## src/rtl/fp_div_nr_pkg.sv

```systemverilog
// fp_div_pkg: state type and constants shared by the fp_div_nr divider
package fp_div_pkg;
   typedef enum logic [2:0] {IDLE, SEED, MUL1, SUB, MUL2, FINAL, DONE} state_t;
   localparam logic [31:0] MAGIC_RECIP = 32'h7EF311C7;
   localparam logic [31:0] FP_ONE = 32'h3F800000;
   localparam logic [30:0] FP_INF_MAG = 31'h7F800000;
   localparam int CNT_W = 3;
endpackage

```

## src/rtl/fp_mul_trunc.sv

```systemverilog
// fp_mul_trunc: combinational single-precision multiply, truncating and flush-to-zero
module fp_mul_trunc (
   input  logic [31:0] a,
   input  logic [31:0] b,
   output logic [31:0] p
);
   logic [24:0] top;
   logic [8:0] esum;
   always_comb begin
      top = 25'((48'({1'b1, a[22:0]}) * 48'({1'b1, b[22:0]})) >> 23);
      esum = {1'b0, a[30:23]} + {1'b0, b[30:23]} + {8'd0, top[24]};
      p = (a[30:23] == 8'd0 || b[30:23] == 8'd0 || esum <= 9'd127) ? 32'd0 :
          {a[31] ^ b[31], 8'(esum - 9'd127), top[24] ? top[23:1] : top[22:0]};
   end
endmodule

```

## src/rtl/fp_div_nr.sv

```systemverilog
// fp_div_nr: iterative Newton-Raphson FP divider with valid/ready handshake
// FP_DIV_RECIP_OUT_EN adds the refined reciprocal output port recip
module fp_div_nr
   import fp_div_pkg::*;
#(
   parameter int NR_ITERS = 3
) (
   input  logic        clk,
   input  logic        rst_n,
   input  logic        in_valid,
   output logic        in_ready,
   input  logic [31:0] opa,
   input  logic [31:0] opb,
   output logic        out_valid,
   input  logic        out_ready,
   output logic [31:0] quot,
   output logic        dbz
`ifdef FP_DIV_RECIP_OUT_EN
   ,
   output logic [31:0] recip
`endif
);
   state_t state;
   logic [CNT_W-1:0] cnt;
   logic sign, accept;
   logic [30:0] a_mag, b_mag, p;
   logic [31:0] y, t, t_next, ma, mb, m_out;
   logic [25:0] fx, d;
   logic [4:0] k;
   assign accept = in_valid && in_ready;
   always_comb begin
      ma = state == MUL1 ? {1'b0, b_mag} : state == MUL2 ? y : {1'b0, a_mag};
      mb = state == MUL2 ? t : y;
   end
   fp_mul_trunc u_mul (.a(ma), .b(mb), .p(m_out));
   // 2 - p in Q1.24, renormalised through a leading-one detect
   always_comb begin
      fx = p[23] ? {2'b01, p[22:0], 1'b0} : {3'b001, p[22:0]};
      d = 26'h2000000 - fx;
      k = '0;
      for (int i = 0; i < 26; i++) if (d[i]) k = 5'(i);
      t_next = (p[30:24] == 7'h3F) ? {1'b0, 8'd103 + {3'd0, k}, 23'((d << (5'd25 - k)) >> 2)} : FP_ONE;
   end
`ifdef FP_DIV_RECIP_OUT_EN
   logic sign_b;
   always_ff @(posedge clk) begin
      if (accept) sign_b <= opb[31];
      if (!rst_n) recip <= '0;
      else if (state == FINAL) recip <= {sign_b, y[30:0]};
   end
`endif
   always_ff @(posedge clk) begin
      if (!rst_n) begin
         state <= IDLE;
         in_ready <= 1'b0;
         out_valid <= 1'b0;
         quot <= '0;
         dbz <= 1'b0;
         cnt <= '0;
      end else begin
         case (state)
            IDLE: begin
               in_ready <= !accept;
               if (accept) begin
                  a_mag <= opa[30:0];
                  b_mag <= opb[30:0];
                  sign <= opa[31] ^ opb[31];
                  cnt <= '0;
                  if (opb[30:23] == 8'd0) begin
                     quot <= {opa[31] ^ opb[31], FP_INF_MAG};
                     dbz <= 1'b1;
                     state <= DONE;
                  end else if (opa[30:23] == 8'd0) begin
                     quot <= '0;
                     dbz <= 1'b0;
                     state <= DONE;
                  end else state <= SEED;
               end
            end
            SEED: begin
               y <= MAGIC_RECIP - {1'b0, b_mag};
               state <= MUL1;
            end
            MUL1: begin
               p <= m_out[30:0];
               state <= SUB;
            end
            SUB: begin
               t <= t_next;
               state <= MUL2;
            end
            MUL2: begin
               y <= m_out;
               cnt <= cnt + 1'b1;
               state <= (32'(cnt) + 1 < NR_ITERS) ? MUL1 : FINAL;
            end
            FINAL: begin
               quot <= (m_out[30:0] == 31'd0) ? '0 : {sign ^ m_out[31], m_out[30:0]};
               dbz <= 1'b0;
               out_valid <= 1'b1;
               state <= DONE;
            end
            DONE: begin
               if (!out_valid) out_valid <= 1'b1;
               else if (out_ready) begin
                  out_valid <= 1'b0;
                  in_ready <= 1'b1;
                  state <= IDLE;
               end
            end
            default: state <= IDLE;
         endcase
      end
   end
endmodule

```

## config.mk

```make
export PLATFORM = sky130hd
export DESIGN_NAME = fp_div_nr
export DESIGN_NICKNAME = d
export VERILOG_FILES = /design/src/rtl/fp_div_nr_pkg.sv /design/src/rtl/fp_mul_trunc.sv /design/src/rtl/fp_div_nr.sv
export SDC_FILE = /design/constraint.sdc
export NUM_CORES = 2
export LEC_CHECK = 0
export ABC_CLOCK_PERIOD_IN_PS = 37300
export CORE_MARGIN = 2
export CORE_UTILIZATION = 46
export CTS_CLUSTER_SIZE = 40
export DETAILED_ROUTE_END_ITERATION = 16
export GPL_ROUTABILITY_DRIVEN = 0
export GPL_TIMING_DRIVEN = 0
export PLACE_DENSITY = 0.6
export SYNTH_ARGS = -nofsm -noshare
export SYNTH_HDL_FRONTEND = slang
export SYNTH_SLANG_ARGS = --single-unit
```

## constraint.sdc

```tcl
create_clock -name clk -period 37.3 [get_ports clk]
set_clock_uncertainty 0.05 [all_clocks]
set_input_delay 9.325 -clock clk [delete_from_list [all_inputs] [get_ports clk]]
set_output_delay 9.325 -clock clk [all_outputs]
set_load 0.01 [all_outputs]
```

Word-level counts from Yosys, hierarchy flattened
Cells that the tools add are included.

operators by class
  add/subtract/negate cells = 9
  multiply operators = 1
  order comparisons = 2
  equality and inequality tests = 11
  shift operators = 1
  muxes and demuxes = 56
  bitwise logic cells = 3
  reduce and logical (&&, ||, !) cells = 23

operators with widths
  operator                  count
  $mux W32                  8
  $pmux W32 S2              2
  $mux W5                   24
  $mul A24 B24 Y48          1
  $logic_not A8 Y1          4
  $sub A31 B31 Y32 const A  1
  $logic_not A31 Y1         1
  $shl A26 B5 Y25           1
  $sub A26 B25 Y26 const A  1
  $mux W25                  1
  $mux W23                  1
  $mux W3                   7
  $pmux W3 S7               1
  $reduce_and A3 Y1         4
  $reduce_bool A2 Y1        5
  $add A8 B8 Y9             1
  $add A9 B1 Y9             1
  $eq A3 B3 Y1 const B      3
  $le A9 B7 Y1 const B      1
  $add A7 B5 Y8 const A     1
  $mux W1                   8
  $reduce_and A2 Y1         4
  $sub A8 B7 Y8 const B     1
  $eq A7 B6 Y1 const B      1
  15 further kinds          23

storage, ports and cells
  bits in registers = 199
  output and inout port bits = 35
  logic and storage cells = 119

Longest topological paths before layout
  word-level depth = 29
  depth in mapped cells = 51
  mapped depth without buffers = 45

Hierarchy
A second synthesis with hierarchy kept.

unflattened totals
  cell total of the unflattened synthesis = 3443
  area, all modules = 30773.3 um2

by module, submodules not included
  module        times used  cells each  area an instance (um2)  seq. area each (um2)
  fp_mul_trunc  1           2223        19208.4                 0.0
  fp_div_nr     1           1220        11564.8                 5535.3

Worst setup path before layout
No wires, ideal clock.

  path type = input-to-reg
  from = in rst_n
  to = reg a_mag[0] (enable)
  library setup time = 639 ps
  arrival = 15421 ps
  data required time = 36611 ps
  setup slack = 21190 ps
  stages on the path = 2
  buffers on the path = 0
  cells stage by stage = inv_1 > nor4_1

on the way
  word-level cells in the longest chain between the ends = 1

ends and longest elaborated chain
  element                      RTL line         RTL
  start, declared              fp_div_nr.sv:9   input logic rst_n,
  $reduce_and A3 Y1 (no line)  --
  end signal, assigned         fp_div_nr.sv:65  a_mag <= opa[30:0];
  end, declared                fp_div_nr.sv:26  logic [30:0] a_mag, b_mag, p;

No other way between the ends.
A chain may end at the register's enable or synchronous reset.

Worst setup path in the final report
  from = reg state[2]
  to = reg quot[9]

on the way
  word-level cells in the longest chain between the ends = 11
  elaborated cells on any way between the ends = 25
  those cells by class = add/sub: 3; mul: 1; order compare: 1; eq/ne: 5; mux: 7; reduce/logical: 8

ends and longest elaborated chain
  element                                            RTL line                                RTL
  start, declared                                    fp_div_nr.sv:23                         state_t state;
  start signal, assigned                             fp_div_nr.sv:95                         state <= (32'(cnt) + 1 < NR_ITERS) ? MUL1 : FINAL;
  $eq A3 B3 Y1                                       fp_div_nr.sv:32, fp_div_nr.sv:33
  $mux W32 (2 in series)                             fp_div_nr.sv:32                         ma = state == MUL1 ? {1'b0, b_mag} : state == MUL2 ? y : {1'b0, a_mag};
  $mul A24 B24 Y48 or $add A8 B8 Y9 (tied branches)  fp_mul_trunc.sv:10, fp_mul_trunc.sv:11
  $add A9 B1 Y9                                      fp_mul_trunc.sv:11                      esum = {1'b0, a[30:23]} + {1'b0, b[30:23]} + {8'd0, top[24]};
  $le A9 B7 Y1                                       fp_mul_trunc.sv:12                      p = (a[30:23] == 8'd0 || b[30:23] == 8'd0 || esum <= 9'd127) ? 32'd0 :
  $logic_or A1 B1 Y1                                 fp_mul_trunc.sv:12
  $mux W32 (*)                                       fp_mul_trunc.sv:12
  net m_out[9]                                       fp_div_nr.sv:27                         logic [31:0] y, t, t_next, ma, mb, m_out;
  $logic_not A31 Y1                                  fp_div_nr.sv:98                         quot <= (m_out[30:0] == 31'd0) ? '0 : {sign ^ m_out[31], m_out[30:0]};
  $mux W32 (*)                                       fp_div_nr.sv:98
  $pmux W32 S2 (*)                                   fp_div_nr.sv:61                         case (state)
  end signal, assigned                               fp_div_nr.sv:70                         quot <= {opa[31] ^ opb[31], FP_INF_MAG};
  end signal, assigned                               fp_div_nr.sv:98
  end, declared                                      fp_div_nr.sv:16                         output logic [31:0] quot,

Mark *: on every way through the listed nets, which the timed path passes. The rest lies on a longest branch.

==> results.tsv <==
stage	metric	value	unit
sta	setup_viol	0	
synth	syn_nets	4225	
run	cap_violations	0	
cells_and_area	area_delta_synth_final	9.657	%
clocking	clock-sinks	198	
clocking	cts_resized	0	
global_route	grt.total_usage	31.67	%
floorplan	start_util	46.46	%
worst_setup_path	cp_slowest_cell	nor3_1	
worst_setup_path	worstReg2RegStart	state[2]	
sta	worst_pin_slew	1.261	ns
min_path	hold_path_class	register to register	
placed_design	hpwl	87120	um
drt	dr.first_iter.drc_count	2626	
worst_setup_path	r2r_cells	48	
synth	ys.flop_type	edfxtp_1	
drt	wl_per_cell	23.60	um
floorplan	ios	103	
min_path	min_to	quot[5]	
floorplan	core_area	65860	um2
worst_setup_path	rr_endpoint	quot[9]	
clocking	holdBufCountCts	0	
synth	seq_area_frac_synth	18.09	%
drt	num_vias	25950	
worst_setup_path	start_kind	register	
synth	synth_cell_types	87	
cells_and_area	fillCellCount	6450	
clocking	clkLatencyLatePin	0.46	ns
worst_setup_path	cpMostUsedCell	fa_1	
cells_and_area	layout_common_cells	inv_1, nand2_1, fa_1	
min_path	hp-start	quot[5]	
sta	max_freq	62.03	MHz
outcome	status	complete, no violations	
cells_and_area	final_common_cell	inv_1	
cells_and_area	drive_gt1_share	3.619	%
clocking	htreeDepth	4	
drt	dr.pass1.iters	8	
synth	netlist_top_cells_area	fa_1, edfxtp_1, ha_1	
drt	antenna_left	0	
floorplan	die_w	261.9	um
sta	timing.setup.tns	0	ns
synth	syn_avg_cell_area	8.766	um2
floorplan	die_area	68610	um2
worst_setup_path	arrival	16.46	ns
synth	ys_ff_latch	198	
clocking	cts_root_buf	clkbuf_16	
sta	post-route-min-period	16.12	ns
min_path	hold_depth	2	
synth	yosysWarnings	0	
synth	async_reset_ff_share	0	%
clocking	cts_buffer_depth	2	
clocking	cts.clk_slew.worst_paths	0.09	ns
synth	yosysTopAreaCell	fa_1	
worst_setup_path	critPathMaxStageDelay	1.04	ns
worst_setup_path	worstPathRequired	37.64	ns
sta	period_share	43.22	%
global_route	antenna_found_initial	1	
drt	wl	106500	um
drt	drcViolationCount	0	
sta	hold_violations	0	
worst_setup_path	reg2reg_setup_slack	21.18	ns
sta	maxSlewViolCount	0	
placed_design	port_buffers	102	
synth	yosysTopAreaCellShare	31.60	%
sta	grt_setup_unrepaired	false	
worst_setup_path	cp_max_fo	10	
synth	syn_inst	3491	
global_route	grt_pass1_wl	159400	um
floorplan	rows	94	
sta	slew_headroom	13.49	%
drt	routed_via_density	5.751	
worst_setup_path	crit_type	register to register	
floorplan	fp.dieH	261.9	um
clocking	numCtsBuffers	17	
synth	netlist_area	30600	um2
global_route	grt_overflow	0	
cells_and_area	fin_util	50.95	%
placed_design	placed_area	32970	um2
synth	synth_edf_count	157	
clocking	cts_tree	done	
worst_setup_path	critPathCaptureType	register	
global_route	grt_max_degree	21	
cells_and_area	layout.nets	4368	
clocking	post-cts-setup-buffers	0	
cells_and_area	final_cell_area	33560	um2
global_route	grt_pass1_vias	25645	
==> sequential cells by signal, indices dropped and copies added (netlist names) <==
name       flops
in_ready       1
sign           1
out_valid      1
dbz            1
state          3
y             32
quot          32
a_mag         31
p             31
b_mag         31
cnt            3
t             31
==> cell type report <==
type | count | area (um2) | area share, %
antenna | 1 | 2.502 | 0.007457
multi-input combinational | 2512 | 22130 | 65.95
inverter | 607 | 2278 | 6.789
clock buffer | 18 | 430.4 | 1.283
sequential | 198 | 5535 | 16.49
clock inverter | 14 | 155.1 | 0.4623
tap | 864 | 1081 | 3.221
timing repair buffer | 124 | 1235 | 3.680
buffer | 174 | 709.4 | 2.114
==> how the worst max path moves through the flow <==
stage / startpoint / endpoint / slack [ns]
4_1_cts: state[2] / y[13] / 21.20
3_5_place_dp: state[2] / y[13] / 21.34
6_report: state[2] / quot[9] / 21.18
5_1_grt: state[2] / y[11] / 20.36
2_1_floorplan: rst_n / a_mag[0] / 21.19
3_3_place_gp: rst_n / a_mag[16] / 16.68
==> per-stage QoR <==
step / std cells / setup slack (ns) / hold slack, ns
floorplan: 3491 / 21.19 / 0.4376
global placement: 4457 / 16.68 / 0.4294
detailed placement: 4479 / 21.34 / 0.4339
CTS: 4511 / 21.20 / 0.4446
global route: 4511 / 20.36 / 0.4843
finish: 4512 / 21.18 / 0.4451
==> cell families (layout without fill, tap and decap cells) <==
group                    after synthesis  in the layout  share of synthesized area, %
buffers and inverters                781            937                         9.763
flip-flops                           198            198                         18.09
adder cells (fa/ha/maj)              666            666                         39.08
multiplexers                          81             81                         2.817
other                                  0              1                             0
XOR/XNOR                              85             85                         2.433
AO/OA/AOI/OAI                        515            515                         11.19
AND/OR/NAND/NOR                     1165           1165                         16.63
==> layer usage <==
layer / vias to the layer above / GRT usage, % / wire length, um
met5: - / 0 / 13
met4: 2 / 9.118 / 3463
met1: 12891 / 44.22 / 44300
met3: 198 / 8.709 / 12050
li1: 11533 / - / -
met2: 1326 / 48.37 / 46650
==> cell usage after synthesis (8+ instances only) <==
cell type and instances:
inv_1 585, nand2_1 502, fa_1 483, nor2_1 369, ha_1 183, edfxtp_1 157
a21oi_1 153, clkbuf_1 132, o21ai_0 89, mux2i_1 61, nor3_1 49, xnor2_1 49
dfxtp_1 41, a21o_1 38, xor2_1 36, nor2b_1 34, nand3_1 31, a211oi_1 28
nand2b_1 27, nor4_1 27, and2_1 26, buf_1 26, nand4_1 24, a22oi_1 19
or3_1 18, mux2_2 17, o22ai_1 17, and3_1 15, o21a_1 15, clkinv_1 14
a221oi_1 13, o211ai_1 13, a211o_1 10, nor3b_1 10, o22a_1 10, buf_2 9
o31a_1 9, a31oi_1 8, inv_2 8, o21bai_1 8, or2_2 8, or4_1 8
==> worst max-delay path, delay by kind of cell (launching register included) <==
family	cells	cell delay [ns]
fa+ha+maj	10	4.72
buf+inv	17	4.52
compound gates	13	3.59
simple gates	8	2.83
flops	1	0.32
Power is not shown: default switching activity piles up to over one toggle a cycle in this logic, so the estimate is an artifact.
